==> src/rtl/ssd_scan_driver.sv <==
// Scan controller for a 4-digit seven-segment display. It steps through the
// digits one refresh slot at a time and presents each digit's nibble, its
// index and an active-low anode vector to the segment decoder. New display
// words are staged and committed only at frame boundaries, or immediately
// while the display is off, so a frame never mixes two words.
module ssd_scan_driver #(
  parameter int REFRESH_DIV = 100000,
  parameter int CNT_W       = 17
) (
  input  logic        clk,
  input  logic        rst_n,
  input  logic        en,
  input  logic        load,
  input  logic [15:0] digits,
  input  logic        lz_en,
  output logic [3:0]  num,
  output logic [1:0]  sel,
  output logic [3:0]  an,
  output logic        blank,
  output logic        frame
);

  localparam logic [CNT_W-1:0] LAST = CNT_W'(REFRESH_DIV - 1);

  typedef enum logic {OFF = 1'b0, SCAN = 1'b1} state_t;

  state_t            state_q, state_d;
  logic [CNT_W-1:0]  cnt_q, cnt_d;
  logic [15:0]       staged_q, staged_d;
  logic [15:0]       shadow_q, shadow_d;
  logic              pending_q, pending_d;
  logic [1:0]        sel_d;
  logic [3:0]        num_d;
  logic [3:0]        an_d;
  logic              blank_d;
  logic              frame_d;
  logic              tick;
  logic              wrap;
  logic              commit;
  logic              dig_blanked;

  // Nibble of digit k within a 16-bit display word.
  function automatic logic [3:0] digit_nibble(input logic [1:0] k,
                                              input logic [15:0] word);
    logic [3:0] res;
    case (k)
      2'd0:    res = word[3:0];
      2'd1:    res = word[7:4];
      2'd2:    res = word[11:8];
      default: res = word[15:12];
    endcase
    return res;
  endfunction

  // Active-low anode pattern that lights only digit k.
  function automatic logic [3:0] digit_anode(input logic [1:0] k);
    return ~(4'b0001 << k);
  endfunction

  // Leading-zero suppression: digit k is dark when it and every digit above
  // it are zero. The rightmost digit always stays lit so a value of 0 shows.
  function automatic logic digit_blanked(input logic [1:0] k,
                                         input logic [15:0] word,
                                         input logic lz);
    logic res;
    case (k)
      2'd0:    res = 1'b0;
      2'd1:    res = lz && (word[15:4] == 12'h000);
      2'd2:    res = lz && (word[15:8] == 8'h00);
      default: res = lz && (word[15:12] == 4'h0);
    endcase
    return res;
  endfunction

  // State register: OFF while disabled, SCAN while cycling digits.
  always_ff @(posedge clk or negedge rst_n) begin
    if (!rst_n) state_q <= OFF;
    else        state_q <= state_d;
  end

  // Next state, prescaler, update path and next output values.
  always_comb begin
    state_d     = en ? SCAN : OFF;
    tick        = (state_q == SCAN) && en && (cnt_q == LAST);
    wrap        = tick && (sel == 2'd3);
    // While disabled a pending word is committed straight away; while
    // scanning it waits for the 3->0 wrap so the whole frame is coherent.
    commit      = pending_q && (wrap || !en || (state_q == OFF));
    shadow_d    = commit ? staged_q : shadow_q;
    staged_d    = load ? digits : staged_q;
    pending_d   = load || (pending_q && !commit);
    frame_d     = wrap;
    cnt_d       = cnt_q;
    sel_d       = sel;
    num_d       = num;
    an_d        = an;
    blank_d     = blank;
    dig_blanked = 1'b0;
    if (!en) begin
      cnt_d   = '0;
      sel_d   = 2'd0;
      num_d   = shadow_d[3:0];
      an_d    = 4'b1111;
      blank_d = 1'b1;
    end else if ((state_q == OFF) || tick) begin
      // Entering SCAN or finishing a slot: restart the prescaler and register
      // all outputs for the new digit together so they never disagree.
      cnt_d       = '0;
      sel_d       = (state_q == OFF) ? 2'd0 : sel + 2'd1;
      dig_blanked = digit_blanked(sel_d, shadow_d, lz_en);
      num_d       = digit_nibble(sel_d, shadow_d);
      an_d        = dig_blanked ? 4'b1111 : digit_anode(sel_d);
      blank_d     = dig_blanked;
    end else begin
      cnt_d = cnt_q + 1'b1;
    end
  end

  // Datapath and output registers.
  always_ff @(posedge clk or negedge rst_n) begin
    if (!rst_n) begin
      cnt_q     <= '0;
      staged_q  <= '0;
      shadow_q  <= '0;
      pending_q <= 1'b0;
      sel       <= 2'd0;
      num       <= 4'h0;
      an        <= 4'b1111;
      blank     <= 1'b1;
      frame     <= 1'b0;
    end else begin
      cnt_q     <= cnt_d;
      staged_q  <= staged_d;
      shadow_q  <= shadow_d;
      pending_q <= pending_d;
      sel       <= sel_d;
      num       <= num_d;
      an        <= an_d;
      blank     <= blank_d;
      frame     <= frame_d;
    end
  end

endmodule
==> config.mk <==
export PLATFORM = sky130hd
export DESIGN_NAME = ssd_scan_driver
export DESIGN_NICKNAME = d
export VERILOG_FILES = /design/src/rtl/ssd_scan_driver.sv
export SDC_FILE = /design/constraint.sdc
export NUM_CORES = 1
export LEC_CHECK = 0
export ABC_AREA = 1
export BUFFER_PORTS_ARGS = -buffer_cell sky130_fd_sc_hd__buf_2
export CAP_MARGIN = 30
export CORE_MARGIN = 4
export CORE_UTILIZATION = 55
export CTS_CLUSTER_SIZE = 30
export DETAILED_ROUTE_END_ITERATION = 6
export HOLD_SLACK_MARGIN = 0.15
export PLACE_DENSITY_LB_ADDON = 0.25
export SLEW_MARGIN = 15
export SYNTH_ARGS = -nofsm -noshare
export SYNTH_HDL_FRONTEND = slang
export SYNTH_SLANG_ARGS = --single-unit
==> constraint.sdc <==
create_clock -name clk -period 2.5 [get_ports clk]
set_input_delay 0.125 -clock clk [delete_from_list [all_inputs] [get_ports clk]]
set_output_delay 0.125 -clock clk [all_outputs]
set_load 0.005 [all_outputs]
==> impl_metrics.json <==
{
  "use_met2_pct": 35.3,
  "vias": 2307,
  "area_growth_pct": 21.2,
  "gp_congestion": 0.891,
  "fin_crit_sh_pct": 90.7,
  "synth_area_leaders": "dfrtp_1 (49%), nand2_1 (8.1%), inv_1 (7.1%), mux2_2 (5.0%), dfstp_2 (4.4%)",
  "power_density_nw_per_um2": 619,
  "slew_headroom_pct": 48.8,
  "antennaDiodeCount": 0,
  "dp_cells": 425,
  "grt_pass1_vias": 2339,
  "row_count": 26,
  "dr.pass1.iters": 4,
  "synth_mux_area_share_pct": 4.95,
  "maxCapViolCount": 0,
  "ys_warn_count": 0,
  "crit_path_end_kind": "flip-flop",
  "arrival_ps": 2520,
  "syn_inst": 328,
  "max-vdd-ir-drop_uv": 497,
  "cts-root-buf": "clkbuf_8",
  "pre_cts_ws_ps": 128,
  "antenna_found_initial": 0,
  "drc": 0,
  "worstPathRequired_ps": 2750,
  "wl_um": 6020,
  "max-clock-path-buffers": 2,
  "syn_avg_cell_area_um2": 9.01,
  "cts_tree": "done",
  "synth_seq_cells": 63,
  "clk_pin_slew_ps": 60,
  "drt-initial-drc-count": 56,
  "p_total_mw": 2.22,
  "grt_max_degree": 36,
  "coreArea_um2": 5170,
  "vias_per_cell": 5.02,
  "port_buffers": 32,
  "grt.overflow.total": 0,
  "layout-drive-gt1-share_pct": 22.1,
  "fp.dieH_um": 81.3,
  "regArea_um2": 1580,
  "synth_nets": 357,
  "synth_top_family_by_area": "simple AND/OR/NAND/NOR gates",
  "grt.met1_usage_pct": 26.1,
  "cts_sinks": 63,
  "globalRouteMet3Util_pct": 3.88,
  "die_w_um": 81.3,
  "synth_flop_cell": "dfrtp_1",
  "outcome": "complete, no violations",
  "dieArea_um2": 6610,
  "cts_buffers": 9,
  "grt_usage_pct": 21.1,
  "num_io_pins": 33,
  "path_class": "reg -> reg",
  "clock_latency_ps": 330,
  "worst_slack_ps": 233,
  "initial_core_util_pct": 57.2,
  "hold_viol": 0,
  "crit_fanout": 3,
  "ys_types": 30,
  "yosys.area_share.simple_pct": 18.0,
  "setup_viol": 0,
  "wl_per_cell_um": 13.1,
  "stdcell_area_um2": 3580,
  "period_minus_slack_ps": 2270,
  "synth_top_area_share_pct": 49.1,
  "stdcell_count": 460,
  "fmax_mhz": 441,
  "finalSetupTns_ps": 0,
  "synth-xor-area-share_pct": 0,
  "synthAdderAreaFrac_pct": 3.39,
  "fin_nets": 414,
  "detailed_place_hpwl_um": 4230,
  "synth-compound-area-share_pct": 11.0,
  "fin_skew_ps": 7.40,
  "netlist.top_cell.by_area": "dfrtp_1",
  "leakagePower_nw": 1.73,
  "cp-start-kind": "flip-flop",
  "nFillCells": 403,
  "htreeDepth": 3,
  "grt_pass1_wl_um": 10400,
  "hold_class": "in -> reg",
  "dpl-instance-area_um2": 3180,
  "worst_pin_slew_ps": 768,
  "multi_input_area_um2": 1140,
  "report.final.slew_viol_count": 0,
  "netlist_area_um2": 2960,
  "synth_async_sr_flop_share_pct": 100,
  "synth-edff-count": 0,
  "ant_nets": 0,
  "busiest_layer": "met2",
  "ys_seq_area_share_pct": 53.5
}
-- critical path: stages (launching register included) --
cell	delay, ps
dfrtp_1	370
ha_2	190
nand2_1	80
nor2_4	120
inv_1	60
nor2_1	110
inv_1	110
nor3_4	140
nand2_1	110
nor2_2	120
nand2_1	110
nor3_2	230
nand2_1	110
nor2_2	110
o21ai_0	80
a21oi_1	140
-- power breakdown --
| part | switching (mW) | internal (mW) |
|---|---|---|
| Combinational | 0.160 | 0.118 |
| Clock | 0.352 | 0.444 |
| Sequential | 0.0389 | 1.11 |
-- flip-flops by register name, indices dropped and copies added (netlist names) --
signal and count:
shadow_q 16, an 4, blank 1, sel 2, pending_q 1, staged_q 16, state_q 1, frame 1
cnt_q 17, num 4
-- through the flow --
stage	hold WS, ps	utilization [%]
finish	232	69.3
global route	255	69.3
CTS	234	68.5
detailed placement	254	61.5
global placement	250	61.5
floorplan	-171	-
-- metal layers --
| layer | routed length (µm) | share of wire [%] |
|---|---|---|
| met1 | 2680 | 45 |
| met2 | 3010 | 50 |
| met3 | 194 | 3.2 |
| met4 | 133 | 2.2 |
| met5 | 0 | 0 |
-- layout by cell type (no fill, tap or decap) --
master,netlist,final
nand2_1,64,64
o211ai_1,7,7
o21ai_2,4,4
nand3_2,1,1
o21bai_4,1,1
nand3_1,9,9
dfrtp_1,58,58
dlygate4sd3_1,0,18
clkbuf_1,5,4
a21oi_1,10,10
clkbuf_8,0,12
o31ai_1,1,1
a211oi_1,1,1
nor2_4,0,1
mux2_2,13,13
buf_4,0,5
a31oi_1,2,2
inv_2,1,1
nand2_8,0,1
nand2_2,2,1
nand4_1,3,3
o21ai_1,5,5
clkinv_1,1,1
ha_2,0,1
inv_1,56,56
nor2_1,30,28
buf_2,2,32
nor3_1,7,7
dfstp_2,5,5
nor3_2,2,1
nor3_4,0,1
o21ai_0,22,22
nor4_2,1,1
o21bai_1,1,1
nor2_2,4,5
ha_1,8,7
-- path summary, 6_finish.rpt --
path | startpoint | end | slack, ps | cells past startpoint
worst max register to register | cnt_q[0] | cnt_q[16] | 230 | 15
min in group asynchronous | rst_n | cnt_q[7] | 400 | 2
worst max-delay path | cnt_q[0] | cnt_q[16] | 230 | 15
max in group asynchronous | rst_n | staged_q[6] | 1380 | 3
worst min-delay path | load | staged_q[13] | 230 | 3
worst min register to register | cnt_q[0] | cnt_q[0] | 460 | 1
-- cell families (layout without fill, tap and decap cells) --
group | after synthesis | in the layout
buffers and inverters | 67 | 129
and+or+nand+nor | 123 | 123
DFF | 63 | 63
AOI/OAI and AO/OA | 54 | 54
muxes | 13 | 13
adders and majority gates | 8 | 8
-- area by class of cell --
| class | count | area share [%] |
|---|---|---|
| clock buffers | 16 | 5.03 |
| inverters | 58 | 6.08 |
| multi-input cells | 198 | 31.7 |
| flip-flops and latches | 63 | 44.2 |
| well taps | 70 | 2.44 |
| repair buffers | 55 | 10.5 |
-- synth_stat cells, types with 3 or more instances --
master	n
nand2_1	64
dfrtp_1	58
inv_1	56
nor2_1	30
o21ai_0	22
mux2_2	13
a21oi_1	10
nand3_1	9
ha_1	8
nor3_1	7
o211ai_1	7
clkbuf_1	5
dfstp_2	5
o21ai_1	5
nor2_2	4
o21ai_2	4
nand4_1	3
-- what timing repair did --
action / CTS / global route
setup buffers: 0 / 1
setup endpoints to repair: 0 / 7
hold endpoints to repair: 46 / 0
hold buffers: 18 / 0
gates resized for setup: 0 / 7
(Power assumes the default switching activity.)
